<file path="src/rtl/cascade_time_counter_pkg.sv">
// Shared definitions for the cascaded time counter: default moduli, direction
// encoding and the floored clog2 used to size every stage.
package timer_pkg;

    typedef enum logic {
        DIR_UP   = 1'b0,
        DIR_DOWN = 1'b1
    } dir_t;

    localparam int unsigned SEC_MOD_DEFAULT = 60;
    localparam int unsigned MIN_MOD_DEFAULT = 60;
    localparam int unsigned HR_MOD_DEFAULT  = 24;

    // Bits needed to hold 0..value-1, never less than one.
    function automatic int unsigned clog2w(input int unsigned value);
        int unsigned width;
        width = 0;
        while ((64'd1 << width) < 64'(value)) begin
            width++;
        end
        return (width < 1) ? 1 : width;
    endfunction

endpackage

</file>
<file path="src/rtl/cascade_time_counter_mod_counter.sv">
// One modulo stage of the time chain: up/down wrap, saturating parallel load,
// and a combinational carry/borrow for the stage above.
module mod_counter
    import timer_pkg::*;
#(
    parameter  int unsigned MOD = 60,
    localparam int unsigned W   = clog2w(MOD)
) (
    input  logic         clk,
    input  logic         rst_n,
    input  logic         en,
    input  logic         dir,
    input  logic         hold,
    input  logic         clear,
    input  logic         load,
    input  logic [W-1:0] load_val,
    output logic [W-1:0] count,
    output logic         carry
);

    localparam logic [W-1:0] MAX = W'(MOD - 1);

    logic         step;
    logic         at_end;
    logic [W-1:0] load_sat;

    always_comb begin
        step     = en && !hold && !clear && !load && rst_n;
        at_end   = (dir == DIR_DOWN) ? (count == '0) : (count == MAX);
        carry    = step && at_end;
        load_sat = (load_val > MAX) ? MAX : load_val;
    end

    always_ff @(posedge clk) begin
        if (!rst_n) begin
            count <= '0;
        end else if (clear) begin
            count <= '0;
        end else if (load) begin
            count <= load_sat;
        end else if (step) begin
            if (dir == DIR_DOWN) begin
                count <= (count == '0) ? MAX : count - 1'b1;
            end else begin
                count <= (count == MAX) ? '0 : count + 1'b1;
            end
        end
    end

endmodule

</file>
<file path="src/rtl/cascade_time_counter.sv">
// Hours:minutes:seconds counter built from three cascaded mod_counter stages,
// with count-down, load, clear and an optional stop-at-zero expiry flag.
module cascade_time_counter
    import timer_pkg::*;
#(
    parameter  int unsigned SEC_MOD      = SEC_MOD_DEFAULT,
    parameter  int unsigned MIN_MOD      = MIN_MOD_DEFAULT,
    parameter  int unsigned HR_MOD       = HR_MOD_DEFAULT,
    parameter  bit          STOP_AT_ZERO = 1'b1,
    localparam int unsigned SW           = clog2w(SEC_MOD),
    localparam int unsigned MW           = clog2w(MIN_MOD),
    localparam int unsigned HW           = clog2w(HR_MOD)
) (
    input  logic          clk,
    input  logic          rst_n,
    input  logic          tick,
    input  logic          dir,
    input  logic          clear,
    input  logic          load,
    input  logic [SW-1:0] load_sec,
    input  logic [MW-1:0] load_min,
    input  logic [HW-1:0] load_hr,
    output logic [SW-1:0] seconds,
    output logic [MW-1:0] minutes,
    output logic [HW-1:0] hours,
    output logic          sec_carry,
    output logic          min_carry,
    output logic          rollover,
    output logic          expired
);

    logic down;
    logic tick_ok;
    logic at_zero;
    logic hold;
    logic last_down;
    logic sec_c;
    logic min_c;
    logic hr_c;

    always_comb begin
        down      = (dir == DIR_DOWN);
        tick_ok   = tick && rst_n && !clear && !load;
        at_zero   = (seconds == '0) && (minutes == '0) && (hours == '0);
        hold      = STOP_AT_ZERO && down && at_zero;
        // A down tick lands on 0:0:0 either from 0:0:1 or by holding there.
        last_down = down && (hours == '0) && (minutes == '0) &&
                    ((seconds == SW'(1)) || (seconds == '0));
    end

    mod_counter #(.MOD(SEC_MOD)) u_sec (
        .clk      (clk),
        .rst_n    (rst_n),
        .en       (tick_ok),
        .dir      (dir),
        .hold     (hold),
        .clear    (clear),
        .load     (load),
        .load_val (load_sec),
        .count    (seconds),
        .carry    (sec_c)
    );

    mod_counter #(.MOD(MIN_MOD)) u_min (
        .clk      (clk),
        .rst_n    (rst_n),
        .en       (sec_c),
        .dir      (dir),
        .hold     (hold),
        .clear    (clear),
        .load     (load),
        .load_val (load_min),
        .count    (minutes),
        .carry    (min_c)
    );

    mod_counter #(.MOD(HR_MOD)) u_hr (
        .clk      (clk),
        .rst_n    (rst_n),
        .en       (min_c),
        .dir      (dir),
        .hold     (hold),
        .clear    (clear),
        .load     (load),
        .load_val (load_hr),
        .count    (hours),
        .carry    (hr_c)
    );

    always_comb begin
        sec_carry = sec_c;
        min_carry = min_c;
        rollover  = hr_c;
    end

    always_ff @(posedge clk) begin
        if (!rst_n) begin
            expired <= 1'b0;
        end else if (clear || load) begin
            expired <= 1'b0;
        end else if (STOP_AT_ZERO && tick_ok && last_down) begin
            expired <= 1'b1;
        end
    end

endmodule

</file>
<file path="config.mk">
export PLATFORM = sky130hd
export DESIGN_NAME = cascade_time_counter
export DESIGN_NICKNAME = d
export VERILOG_FILES = /design/src/rtl/cascade_time_counter_pkg.sv /design/src/rtl/cascade_time_counter_mod_counter.sv /design/src/rtl/cascade_time_counter.sv
export SDC_FILE = /design/constraint.sdc
export NUM_CORES = 1
export LEC_CHECK = 0
export BUFFER_PORTS_ARGS = -buffer_cell sky130_fd_sc_hd__buf_2
export CAP_MARGIN = 20
export CELL_PAD_IN_SITES_DETAIL_PLACEMENT = 0
export CELL_PAD_IN_SITES_GLOBAL_PLACEMENT = 1
export CORE_MARGIN = 2
export CORE_UTILIZATION = 39
export DETAILED_ROUTE_END_ITERATION = 10
export GPL_TIMING_DRIVEN = 0
export PLACE_DENSITY = 0.78
export SETUP_SLACK_MARGIN = 0.4
export SLEW_MARGIN = 0
export SYNTH_ARGS = -nofsm -noshare
export SYNTH_HDL_FRONTEND = slang
export SYNTH_SLANG_ARGS = --single-unit
</file>
<file path="constraint.sdc">
create_clock -name clk -period 2.89 [get_ports clk]
set_input_delay 0.578 -clock clk [delete_from_list [all_inputs] [get_ports clk]]
set_output_delay 0.578 -clock clk [all_outputs]
set_load 0.02 [all_outputs]
</file>
# --- Word level (Yosys, flattened, before mapping) ---
# Index checks and enable logic that the tools add are counted.
totals:
  reg_bits: 18
  in_bits: 23
  out_inout_bits: 21
  word_cells: 77
classes:
  addsub: 6
  magnitude_cmp: 3
  n_eq_ne: 4
  mux: 21
  bitwise: 1
  reduce_logical: 38
ops:
  columns: ["operator", "count"]
  rows:
  - ["$mux W6", 12]
  - ["$mux W5", 6]
  - ["$logic_and A1 B1 Y1", 25]
  - ["$add A6 B1 Y6 const B", 2]
  - ["$eq A6 B6 Y1 const B", 2]
  - ["$gt A6 B6 Y1 const B", 2]
  - ["$logic_not A6 Y1", 2]
  - ["$sub A6 B1 Y6 const B", 2]
  - ["$eq A6 B1 Y1 const B", 1]
  - ["$reduce_bool A2 Y1", 3]
  - ["$add A5 B1 Y5 const B", 1]
  - ["$eq A5 B5 Y1 const B", 1]
  - ["$gt A5 B5 Y1 const B", 1]
  - ["$logic_not A5 Y1", 1]
  - ["$sub A5 B1 Y5 const B", 1]
  - ["$reduce_or A2 Y1", 2]
  - ["$logic_not A1 Y1", 3]
  - ["$mux W1", 3]
  - ["$logic_or A1 B1 Y1", 2]
  - ["$not A1 Y1", 1]

# --- Longest topological paths before layout ---
# Gate-level depths: netlist (run 1).
logic_depth:
  depth_word: 21
  depth_mapped: 10
  mapped_depth_nobuf: 8

# --- Hierarchy ---
# Synthesis (run 1) repeated with hierarchy kept, for this count alone.
unflattened:
  hier_cells: 240
  area_unflattened_um2: 1958.1
modules_own_cells:
  columns: ["module", "instances", "cells_per_inst", "area_each_um2", "seq_area_each_um2"]
  rows:
  - ["mod_counter at u_min ...", 2, 82, 683.2, 120.1]
  - ["mod_counter at u_hr", 1, 62, 490.5, 100.1]
  - ["cascade_time_counter", 1, 14, 101.3, 20.0]

# --- Worst setup path before layout (run 1) ---
# Ideal clock, no wire load.
synth_timing:
  path_kind: "register to output"
  startpoint: "register u_sec.count[0]"
  endpoint: "output port rollover"
  arrival_time_ns: 2.535
  t_required_ns: 2.312
  path_slack_ns: -0.223
  path_stages_with_launch: 9
  path_buffers: 2
  path_cell_list: "dfxtp_1 clkbuf_1 inv_1 ha_1 clkbuf_1 nor4bb_1 and4_1 a2111o_1 a211oi_1"
synth_between:
  elab_chain_cells: 20
  word_cells_on_any_way: 22
  classes_between: "eq/ne (1); mux (1); reduce/logical (20)"
synth_lines:
  columns: ["element", "line_no", "rtl"]
  rows:
  - ["start, declared", "cascade_time_counter_mod_counter.sv:17", "output logic [W-1:0] count,"]
  - ["start signal, assigned", "cascade_time_counter_mod_counter.sv:40", "count <= load_sat;"]
  - ["start signal, assigned", "cascade_time_counter_mod_counter.sv:43", "count <= (count == '0) ? MAX : count - 1'b1;"]
  - ["start signal, assigned", "cascade_time_counter_mod_counter.sv:45", "count <= (count == MAX) ? '0 : count + 1'b1;"]
  - ["$logic_not A6 Y1", "cascade_time_counter_mod_counter.sv:29, cascade_time_counter.sv:44", null]
  - ["$logic_and A1 B1 Y1 (2 in a row)", "cascade_time_counter.sv:44", "at_zero = (seconds == '0) && (minutes == '0) && (hours == '0);"]
  - ["$logic_and A1 B1 Y1", "cascade_time_counter.sv:45", "hold = STOP_AT_ZERO && down && at_zero;"]
  - ["$logic_not A1 Y1", "cascade_time_counter_mod_counter.sv:28", "step = en && !hold && !clear && !load && rst_n;"]
  - ["$logic_and A1 B1 Y1 (4 in a row)", "cascade_time_counter_mod_counter.sv:28", null]
  - ["$logic_and A1 B1 Y1", "cascade_time_counter_mod_counter.sv:30", "carry = step && at_end;"]
  - ["$logic_and A1 B1 Y1 (4 in a row)", "cascade_time_counter_mod_counter.sv:28", null]
  - ["$logic_and A1 B1 Y1", "cascade_time_counter_mod_counter.sv:30", null]
  - ["$logic_and A1 B1 Y1 * (4 in a row)", "cascade_time_counter_mod_counter.sv:28", null]
  - ["$logic_and A1 B1 Y1 *", "cascade_time_counter_mod_counter.sv:30", null]
  - ["end, declared", "cascade_time_counter.sv:28", "output logic rollover,"]
# Mark *: on every way between the ends. The rest lies on a longest branch, timed or not.

# --- Worst setup path in the final report (run 1) ---
layout_timing:
  startpoint: "input port dir"
  endpoint: "output port rollover"
layout_between:
  elab_chain_cells: 17
  word_cells_on_any_way: 20
  classes_between: "mux (3); reduce/logical (17)"
layout_lines:
  columns: ["element", "line_no", "rtl"]
  rows:
  - ["start, declared", "cascade_time_counter.sv:17", "input logic dir,"]
  - ["$logic_and A1 B1 Y1", "cascade_time_counter.sv:45", null]
  - ["$logic_not A1 Y1", "cascade_time_counter_mod_counter.sv:28", null]
  - ["$logic_and A1 B1 Y1 (4 in a row)", "cascade_time_counter_mod_counter.sv:28", null]
  - ["$logic_and A1 B1 Y1", "cascade_time_counter_mod_counter.sv:30", null]
  - ["$logic_and A1 B1 Y1 (4 in a row)", "cascade_time_counter_mod_counter.sv:28", null]
  - ["$logic_and A1 B1 Y1", "cascade_time_counter_mod_counter.sv:30", null]
  - ["$logic_and A1 B1 Y1 (4 in a row)", "cascade_time_counter_mod_counter.sv:28", null]
  - ["$logic_and A1 B1 Y1 *", "cascade_time_counter_mod_counter.sv:30", null]
# Marked as above.

==> results of run 1 <==
-- cell type report --
class	instances	area, µm²	share of cell area
sequential	18	377	0.140
clock buffer	3	41.3	0.0153
multi-input combinational	216	1570	0.583
tap	67	83.8	0.0311
timing repair buffer	66	414	0.154
inverter	13	61.3	0.0228
buffer	21	143	0.0530
clock inverter	1	3.75	0.00139
-- what timing repair did --
| item | 4_1_cts | 5_1_grt |
|---|---|---|
| resized for setup | 22 | 6 |
| setup buffers | 19 | 4 |
| pin swaps | 6 | 3 |
| gates cloned | 0 | 0 |
| setup endpoints to repair | 3 | 4 |
-- power by group through the flow --
stage	logic, mW	registers [mW]	clock network [mW]
CTS	0.295	0.273	0.204
finish	0.304	0.273	0.203
global route	0.331	0.275	0.212
detailed placement	0.265	0.280	0
floorplan	0.175	0.290	0
global placement	0.263	0.280	0
-- registers in the layout, summed over array words and instances (netlist names) --
signal       count
u_min.count      6
u_hr.count       5
expired          1
u_sec.count      6
-- worst register-to-register path: cells and delay by family (launching register included) --
| family | cells | cell delay (ns) |
|---|---|---|
| compound gates | 3 | 0.92 |
| buf+inv | 3 | 0.39 |
| simple gates | 2 | 0.49 |
| flops | 1 | 0.36 |
| fa+ha+maj | 1 | 0.13 |
-- through the flow --
step / setup TNS [ns] / cell area (µm²) / hold slack [ns] / instances / util
2_1_floorplan: 0 / 2070 / 0.535 / 268 / -
3_3_place_gp: -0.193 / 2370 / 0.506 / 378 / 0.492
3_5_place_dp: -0.197 / 2370 / 0.518 / 378 / 0.492
4_1_cts: 0 / 2650 / 0.515 / 401 / 0.550
5_1_grt: 0 / 2690 / 0.527 / 405 / 0.559
6_report: 0 / 2690 / 0.501 / 405 / 0.559
-- routing by layer --
| layer | up-vias | wire length (µm) | global-route usage | part of all wire |
|---|---|---|---|---|
| li1 | 1160 | - | - | - |
| met1 | 1117 | 3040 | 0.331 | 0.45 |
| met2 | 75 | 3270 | 0.424 | 0.48 |
| met3 | 9 | 375 | 0.0265 | 0.055 |
| met4 | 0 | 78 | 0.0741 | 0.012 |
| met5 | - | 0 | 0 | 0 |
-- cells by family after synthesis --
| family | Yosys count | synth area share |
|---|---|---|
| adder cells (fa/ha/maj) | 10 | 0.0630 |
| flip-flops | 18 | 0.181 |
| multiplexers | 5 | 0.0265 |
| AO/OA/AOI/OAI | 93 | 0.332 |
| buffers and inverters | 34 | 0.0725 |
| XOR/XNOR | 4 | 0.0176 |
| AND/OR/NAND/NOR | 104 | 0.307 |
-- synthesized netlist by cell type (all sizes together), types with 4 or more instances --
| cell | instances |
|---|---|
| a211oi | 5 |
| a21oi | 20 |
| buf | 11 |
| clkbuf | 10 |
| dfxtp | 18 |
| ha | 10 |
| inv | 11 |
| nand2 | 27 |
| nand2b | 8 |
| nand3 | 11 |
| nand4 | 5 |
| nand4b | 4 |
| nor2 | 17 |
| nor3 | 8 |
| o21ai | 22 |
| o221ai | 5 |
| o22ai | 4 |
-- worst min path at each step --
stage | startpoint | to | cells past startpoint
2_1_floorplan | u_min.count[0] | u_min.count[0] | 2
3_3_place_gp | expired | expired | 2
3_5_place_dp | expired | expired | 2
4_1_cts | u_hr.count[0] | u_hr.count[0] | 2
5_1_grt | u_hr.count[1] | u_hr.count[1] | 2
6_report | u_hr.count[1] | u_hr.count[1] | 2
==> results.md, run 1 <==
- Final nets: 372
- First-pass GRT wire length: ~11000 µm
- Clock Tree Buf Depth: 2
- IO Count: 44
- DRT iter0 DRCs: ~150
- Cell Rows: 25
- Max Clk Rate: 0.359 GHz
- Slowest cell on crit path: or3b_2
- Seq/Total Area, Yosys: 0.181
- Most frequent cells in the layout: buf_2 (45), nand2_1 (27), buf_4 (24)
- Layout area overhead: 35.6%
- FF-to-FF Start: u_sec.count[0]
- H-tree depth: 1
- Chip height: 75.4 µm
- Clock Pin Slew Worst Setup and Hold Paths: 0.09 ns
- Hpwl dp: 4740 µm
- R2r endpoint: u_min.count[2]
- Routed WL per cell: 16.7 µm
- Pre-antenna DRT Iters: 4
- Final number of setup-violating endpoints: 0
- Critical Path End: rollover
- #FFs+latches synth: 18
- I/O Buffers: 43
- Slew margin rel.: 0.606
- Antenna Nets Post-Route: 0
- Antenna Cells: 0
- Post-Syn Area: 1990 µm²
- CP Capture Type: output pin
- Total Power: 780 µW
- Maxcap violations: 0
- Crit path cell chain: buf_2, clkbuf_4, buf_4, or3b_2, a211oi_4, buf_6
- Hold Crit Class: reg2reg
- Hold Fails Final Rpt: 0
- TritonCTS Sinks: 18
- Mapped Nets: between 300 and 400
- CP peak stage delay: 0.49 ns
- Crit path launch: dir
- GRT Total Usage: 0.248
- Largest area contributor in the netlist: dfxtp_1
- # DRC: 0
- Share of the synthesized area in the top cell type: 0.181
- Via Count: 2361
- FF-to-FF path depth: 9
- Distinct cells, synth: 69
- Share of post-route cells with drive strength above 1: 0.346
- Max VDD drop: 153 µV
- RD Place Congestion: 0.837
- Die area: between 5000 and 6000 µm²
- Pint: 487 µW
- TritonCTS clock tree: yes
- CP startpoint kind: input pin
- Vias in the first global route: 2176
- Period utilisation layout: 0.963
- CP Max Fanout: 10
- Via density: between 5 and 6
- Worst skew pair latency: 0.27 ns
- Initial Util: 0.412
- CTS buffer count: 3
- Worst-Margin Slew: 0.591 ns
- Status: finished, final reports clean
- DP Worst Slack: -0.197 ns
- Core area: 4820 µm²
- Final min period: 2.78 ns
- WP data arrival: 2.21 ns
- Buf+Inv Stages, Crit Path: 4
- Top cells by area, synth: dfxtp_1 (18%), ha_1 (6.3%), o21ai_0 (5.3%)
- Post-synth EDFFs: 0
- Largest net degree at the start of global routing: 11
- Crit path max-delay family: buffers and inverters
- Power density cells: 290 nW/µm²
- Hold Buf Count CTS: 0
- Crit Path Class: in2out
- WL final: 6760 µm
- Synth Warn #: 0
- Initial antenna violation count: 0
- Sw Share: 0.375
- R2R Setup Slk: 0.49 ns
- CTS root buf: clkbuf_8
- Die Wd: 75.4 µm
- Max Slew Vio Count: 0
- Post-Route Skew: between 0.007 and 0.008 ns
- Asr flop ratio synth: 0
- Gr ovfl total: 0
- Fillers: 510
- Critical Path RT: about 2.3 ns
- RSZ-0062 raised after global routing: true
- Clock power frac: 0.260
- Comb power frac: 0.389
- Sw power: approximately 300 µW
- Seq pwr share: 0.350
- Crit path depth: 6
- Most common cell after layout, fill and taps aside: buf_2
- Post-Syn Instances: 268
- Synth Flop Type: dfxtp_1
- Post-route worst setup slack: between 0.1 and 0.15 ns
- P_leak: between 1 and 1.5 nW
- Syn Area/Cell: between 7 and 8 µm²
Note: power is estimated with default switching activity, not from simulation.
==> run 2, diff against run 1 <==
Settings changed: ABC_CLOCK_PERIOD_IN_PS set to 2890, CORE_MARGIN 2 to 1.5, PLACE_DENSITY 0.78 to 0.84.
==> run 2 against run 1 <==
Compared with the run above:
- cell area increased by 0.19%
- critical path type unchanged
- power grew 3.3%
- highest routed layer unchanged
- count of clock-buffer cells in the layout rose by 1
- largest cell class unchanged
- final cell count decreased by 0.25%
- first-iteration DRC count down 16%
- critical endpoint unchanged
==> results.md, run 2 (synthesis results as in run 1) <==
- Status: finished, final reports clean
- Post-Route Skew: 0.00245 ns (-0.00524 ns)
- Largest net degree at the start of global routing: 11 (unchanged)
- Antenna Nets Post-Route: 0 (unchanged)
- M3 GR Usage: 0.0542 (+0.0277)
- Hold Path Depth: 2 (unchanged)
- Final number of setup-violating endpoints: 0 (unchanged)
- H-tree depth: 1 (unchanged)
- CP Max Fanout: 10 (unchanged)
- Comb power frac: 0.377 (-0.012)
- Clock Tree Buf Depth: 2 (unchanged)
- Maxcap violations: 0 (unchanged)
- Vias in the first global route: 2269 (+4.3%)
- Sw power: 291 µW (-0.54%)
- Fillers: 507 (-0.59%)
- Max Slew Vio Count: 0 (unchanged)
- Most used cell, CP: buf_2
- Crit Path Class: in2out
- Seq pwr share: 0.340 (-0.010)
- CP peak stage delay: 0.50 ns (about the same)
- Hold Buf Count CTS: 0 (unchanged)
- Die Wd: 74.4 µm (-1.3%)
- GRT busiest layer: met2
- Die area: 5530 µm² (-2.6%)
- Final min period: 2.85 ns (+0.0662 ns)
- Grt met2 use: 0.430 (+0.00541)
- Most common cell after layout, fill and taps aside: buf_2
- Total Power: 806 µW (+3.3%)
- Top Registers: u_min.count x6, u_sec.count x6, u_hr.count x5
- Period utilisation layout: 0.986 (+0.0229)
- Max VDD drop: 239 µV (+56%)
- Initial antenna violation count: 0 (unchanged)
- FF-to-FF path depth: 9 (unchanged)
- Worst skew pair latency: 0.27 ns (about the same)
- RSZ-0062 raised after global routing: true
- Slowest cell on crit path: or3b_2
- RD Place Congestion: 0.835 (-0.26%)
- Final nets: 371 (-0.27%)
- First-pass GRT wire length: 10900 µm (+1.5%)
- GRT Total Usage: 0.257 (+0.00879)
- Met1 GRT Util: 0.328 (-0.00331)
- # DRC: 0 (unchanged)
- Max Clk Rate: 0.351 GHz (-2.3%)
- WL final: 6630 µm (-2.0%)
- Critical Path RT: 2.31 ns (about the same)
- Hold Fails Final Rpt: 0 (unchanged)
- Hpwl dp: 4680 µm (-1.2%)
- Hold Crit Class: reg2reg
- Layout area overhead: 35.9%
- Routed WL per cell: 16.4 µm (-1.7%)
- Via Count: 2373 (+0.51%)
- DRT iter0 DRCs: 122 (-16%)
- Finished Core Util: 0.560 (+0.00104)
- Slew margin rel.: 0.610 (+0.00470)
- IO Count: 44 (unchanged)
- Clock power frac: 0.283 (+0.023)
- Worst-Margin Slew: 0.584 ns (-0.00704 ns)
- CP Capture Type: output pin
- TritonCTS Sinks: 18 (unchanged)
- Chip height: 74.4 µm (-1.3%)
- Power density cells: 299 nW/µm² (+3.1%)
- Cell Rows: 25 (unchanged)
- Sw Share: 0.361 (-0.0139)
- TritonCTS clock tree: yes
- Pint: 515 µW (+5.6%)
- Min Hold Slack: 0.514 ns (+0.0128 ns)
- Most frequent cells in the layout: buf_2 (46), nand2_1 (27), buf_4 (22)
- I/O Buffers: 43 (unchanged)
- P_leak: 1.11 nW (+0.67%)
- Share of post-route cells with drive strength above 1: 0.347 (+0.00103)
- Pre-antenna DRT Iters: 4 (unchanged)
- Core area: 4820 µm² (unchanged)
- Via density: 5.87 (+0.76%)
- Initial Util: 0.412 (unchanged)
- Antenna Cells: 0 (unchanged)
- CP startpoint kind: input pin
- Clock Pin Slew Worst Setup and Hold Paths: 0.08 ns (about the same)
- CTS root buf: clkbuf_8
- Crit path cell chain: buf_2, buf_2, clkbuf_4, or3b_2, a211oi_4, buf_6
- Gr ovfl total: 0 (unchanged)
- WP data arrival: 2.27 ns (+0.06 ns)
- CTS buffer count: 3 (unchanged)
-- run 2: cell count changes in the layout (fill, tap and decap cells not counted) --
cell / change
dfxtp_4: +1
dfxtp_2: -1
nor2_2: -1
buf_4: -2
inv_1: -1
clkbuf_8: +1
buf_2: +1
clkinv_1: -1
inv_2: +1
ha_2: -1
nor2_4: +1
ha_1: +1
-- run 2: final timing paths --
| path | startpoint | end | slack (ns) |
|---|---|---|---|
| setup reg to reg | u_sec.count[0] | u_min.count[2] | 0.50 |
| hold / removal | u_hr.count[1] | u_hr.count[1] | 0.51 |
| setup / recovery | dir | rollover | 0.04 |
| hold reg to reg | u_hr.count[1] | u_hr.count[1] | 0.51 |
-- run 2: layout make-up --
type                       instances  area, µm²  share of cell area
tap                               67       83.8              0.0311
sequential                        18        379               0.141
buffer                            21        140              0.0519
clock buffer                       4       55.1              0.0204
timing repair buffer              65        407               0.151
inverter                          13       61.3              0.0227
multi-input combinational        216       1570               0.583
-- run 2: power groups by stage --
stage,Combinational [mW],Sequential [mW],Clock [mW]
5_1_grt,0.333,0.276,0.242
4_1_cts,0.292,0.274,0.236
6_report,0.304,0.274,0.228
3_5_place_dp,0.262,0.281,0
2_1_floorplan,0.175,0.290,0
3_3_place_gp,0.261,0.281,0
-- run 2: per-layer routing --
metal  up-vias  part of all wire
met5         -                 0
met1      1118              0.43
met3        12             0.067
met2        84              0.49
li1       1159                 -
met4         0             0.018
-- run 2: timing repair --
| item | CTS | global route |
|---|---|---|
| gates resized for setup | 21 | 8 |
| setup endpoints to repair | 3 | 5 |
| setup buffers | 17 | 5 |
| gates cloned | 0 | 0 |
| pin swaps | 7 | 1 |
-- run 2: critical path: cells and delay by family --
kind	cells	cell delay, ns
buffers and inverters	4	0.93
AO/OA/AOI/OAI	1	0.26
AND/OR/NAND/NOR	1	0.50
-- run 2: metrics by stage --
step | TNS (ns) | worst slack [ns] | instances | area, µm²
final | 0 | 0.0406 | 404 | 2700
after global routing | 0 | 0.00995 | 404 | 2700
after CTS | 0 | 0.0638 | 399 | 2640
after detailed placement | -0.135 | -0.135 | 378 | 2370
after global placement | -0.136 | -0.136 | 378 | 2370
after floorplan | 0 | 0.346 | 268 | 2070
==> run 3, diff against run 2 <==
Settings changed: PLACE_DENSITY 0.84 to not set, PLACE_DENSITY_LB_ADDON set to 0.1.
==> run 3 against run 2 <==
Compared with the run above:
- die area did not move
- utilization fell by 1.1 points
- worst setup slack improved by 0.018 ns
==> results.md, run 3 (synthesis results as in run 1) <==
- Status: finished, final reports clean
- Cell Rows: 25 (unchanged)
- Vias in the first global route: 2098 (-7.5%)
- # DRC: 0 (unchanged)
- Core area: 4820 µm² (unchanged)
- CP Max Fanout: 10 (unchanged)
- Most common cell after layout, fill and taps aside: buf_2
- RSZ-0062 raised after global routing: true
- Max VDD drop: 180 µV (-25%)
- Sw Share: 0.369 (+0.00810)
- GRT Total Usage: 0.242 (-0.0151)
- Pre-antenna DRT Iters: 4 (unchanged)
- Antenna Nets Post-Route: 0 (unchanged)
- Finished Core Util: 0.549 (-0.0109)
- Antenna Cells: 0 (unchanged)
- Sw power: 283 µW (-2.9%)
- Crit path cell chain: buf_2, buf_2, clkbuf_4, or3b_2, a211oi_4, buf_6
- Min Hold Slack: 0.506 ns (-0.00789 ns)
- Max Slew Vio Count: 0 (unchanged)
- Worst skew pair latency: 0.26 ns (about the same)
- IO Count: 44 (unchanged)
- Via Count: 2265 (-4.6%)
- Final nets: 366 (-1.3%)
- Pint: 483 µW (-6.2%)
- Buf+Inv Stages, Crit Path: 4 (unchanged)
- CP peak stage delay: 0.50 ns (about the same)
- Top Registers: u_min.count x6, u_sec.count x6, u_hr.count x5
- Die area: 5530 µm² (unchanged)
- Hpwl dp: 4640 µm (-0.84%)
- Max Clk Rate: 0.353 GHz (+0.64%)
- Period utilisation layout: 0.980 (-0.00627)
- Hold Buf Count CTS: 0 (unchanged)
- Clock Tree Buf Depth: 2 (unchanged)
- Seq pwr share: 0.357 (+0.017)
- CP Capture Type: output pin
- Die Wd: 74.4 µm (unchanged)
- WL final: 6480 µm (-2.3%)
- First-pass GRT wire length: 10300 µm (-5.2%)
- Power density cells: 289 nW/µm² (-3.1%)
- Worst-Margin Slew: 0.588 ns (+0.00393 ns)
- Crit path max-delay family: buffers and inverters
- Final min period: 2.83 ns (-0.0181 ns)
- CP startpoint kind: input pin
- Maxcap violations: 0 (unchanged)
- Initial antenna violation count: 0 (unchanged)
- RD Place Congestion: 0.859 (+2.9%)
- Chip height: 74.4 µm (unchanged)
- I/O Buffers: 43 (unchanged)
- Clock Pin Slew Worst Setup and Hold Paths: 0.08 ns (about the same)
- Layout area overhead: 33.2%
- Total Power: 765 µW (-5.0%)
- Gr ovfl total: 0 (unchanged)
- Routed WL per cell: 16.2 µm (-1.0%)
- Slowest cell on crit path: or3b_2
- Most used cell, CP: buf_2
- Hold Fails Final Rpt: 0 (unchanged)
- Hold Crit Class: reg2reg
- Share of post-route cells with drive strength above 1: 0.331 (-0.0159)
- Via density: 5.68 (-3.4%)
- Comb power frac: 0.386 (+0.009)
- Most frequent cells in the layout: buf_2 (46), nand2_1 (27), o21ai_0 (21)
- Slew margin rel.: 0.608 (-0.00262)
- Initial Util: 0.412 (unchanged)
- CTS root buf: clkbuf_8
- Largest net degree at the start of global routing: 11 (unchanged)
- Critical Path RT: 2.31 ns (about the same)
- TritonCTS clock tree: yes
- H-tree depth: 1 (unchanged)
- WP data arrival: 2.25 ns (-0.02 ns)
- Final number of setup-violating endpoints: 0 (unchanged)
- Post-Route Skew: 0.00338 ns (+0.000931 ns)
- P_leak: 1.08 nW (-3.1%)
- DRT iter0 DRCs: 123 (+0.82%)
- TritonCTS Sinks: 18 (unchanged)
- CTS buffer count: 3 (unchanged)
- Clock power frac: 0.257 (-0.026)
- Crit Path Class: in2out
## run 3: routing by layer
metal / wire length [µm] / GRT usage
met1: 3010 / 0.327
met2: 3170 / 0.424
met3: 241 / 0.0217
met4: 61 / 0.0444
met5: 0 / 0
## run 3: what timing repair did
action	4_1_cts	5_1_grt
resized for setup	20	7
buffers inserted	13	4
pin swaps	6	2
setup endpoints to repair	3	6
cloned	0	0
## run 3: cell type report
type                       instances  area (µm²)
buffer                            21         140
clock buffer                       3        41.3
clock inverter                     1        3.75
fill                             486        2170
inverter                          13        61.3
multi-input combinational        216        1570
sequential                        18         379
tap                               67        83.8
timing repair buffer              60         369
## run 3: power groups by stage
stage | clock network, mW | logic, mW | registers, mW
3_5_place_dp | 0 | 0.262 | 0.281
2_1_floorplan | 0 | 0.175 | 0.290
6_report | 0.196 | 0.296 | 0.273
5_1_grt | 0.209 | 0.321 | 0.275
4_1_cts | 0.200 | 0.284 | 0.274
3_3_place_gp | 0 | 0.263 | 0.281
## run 3: worst reg2reg max path, delay by kind of cell (launching register included)
family          cells  cell delay (ns)
buf+inv             6             0.73
fa+ha+maj           1             0.14
flops               1             0.36
simple gates        2             0.37
compound gates      3             0.66
## run 3: path summary, 6_finish.rpt
| kind | startpoint | to | slack [ns] | cells past startpoint |
|---|---|---|---|---|
| min | u_hr.count[1] | u_hr.count[1] | 0.51 | 2 |
| max | dir | rollover | 0.06 | 6 |
| min reg2reg | u_hr.count[1] | u_hr.count[1] | 0.51 | 2 |
| max reg2reg | u_sec.count[0] | u_hr.count[3] | 0.50 | 12 |
## run 3: stage by stage
step                instance area [µm²]  setup WS [ns]  std cells  setup TNS, ns
CTS                                2600         0.0576        395              0
finish                             2650         0.0587        399              0
detailed placement                 2370         -0.145        378         -0.145
global placement                   2370         -0.161        378         -0.161
global route                       2650        0.00695        399              0
floorplan                          2070          0.346        268              0
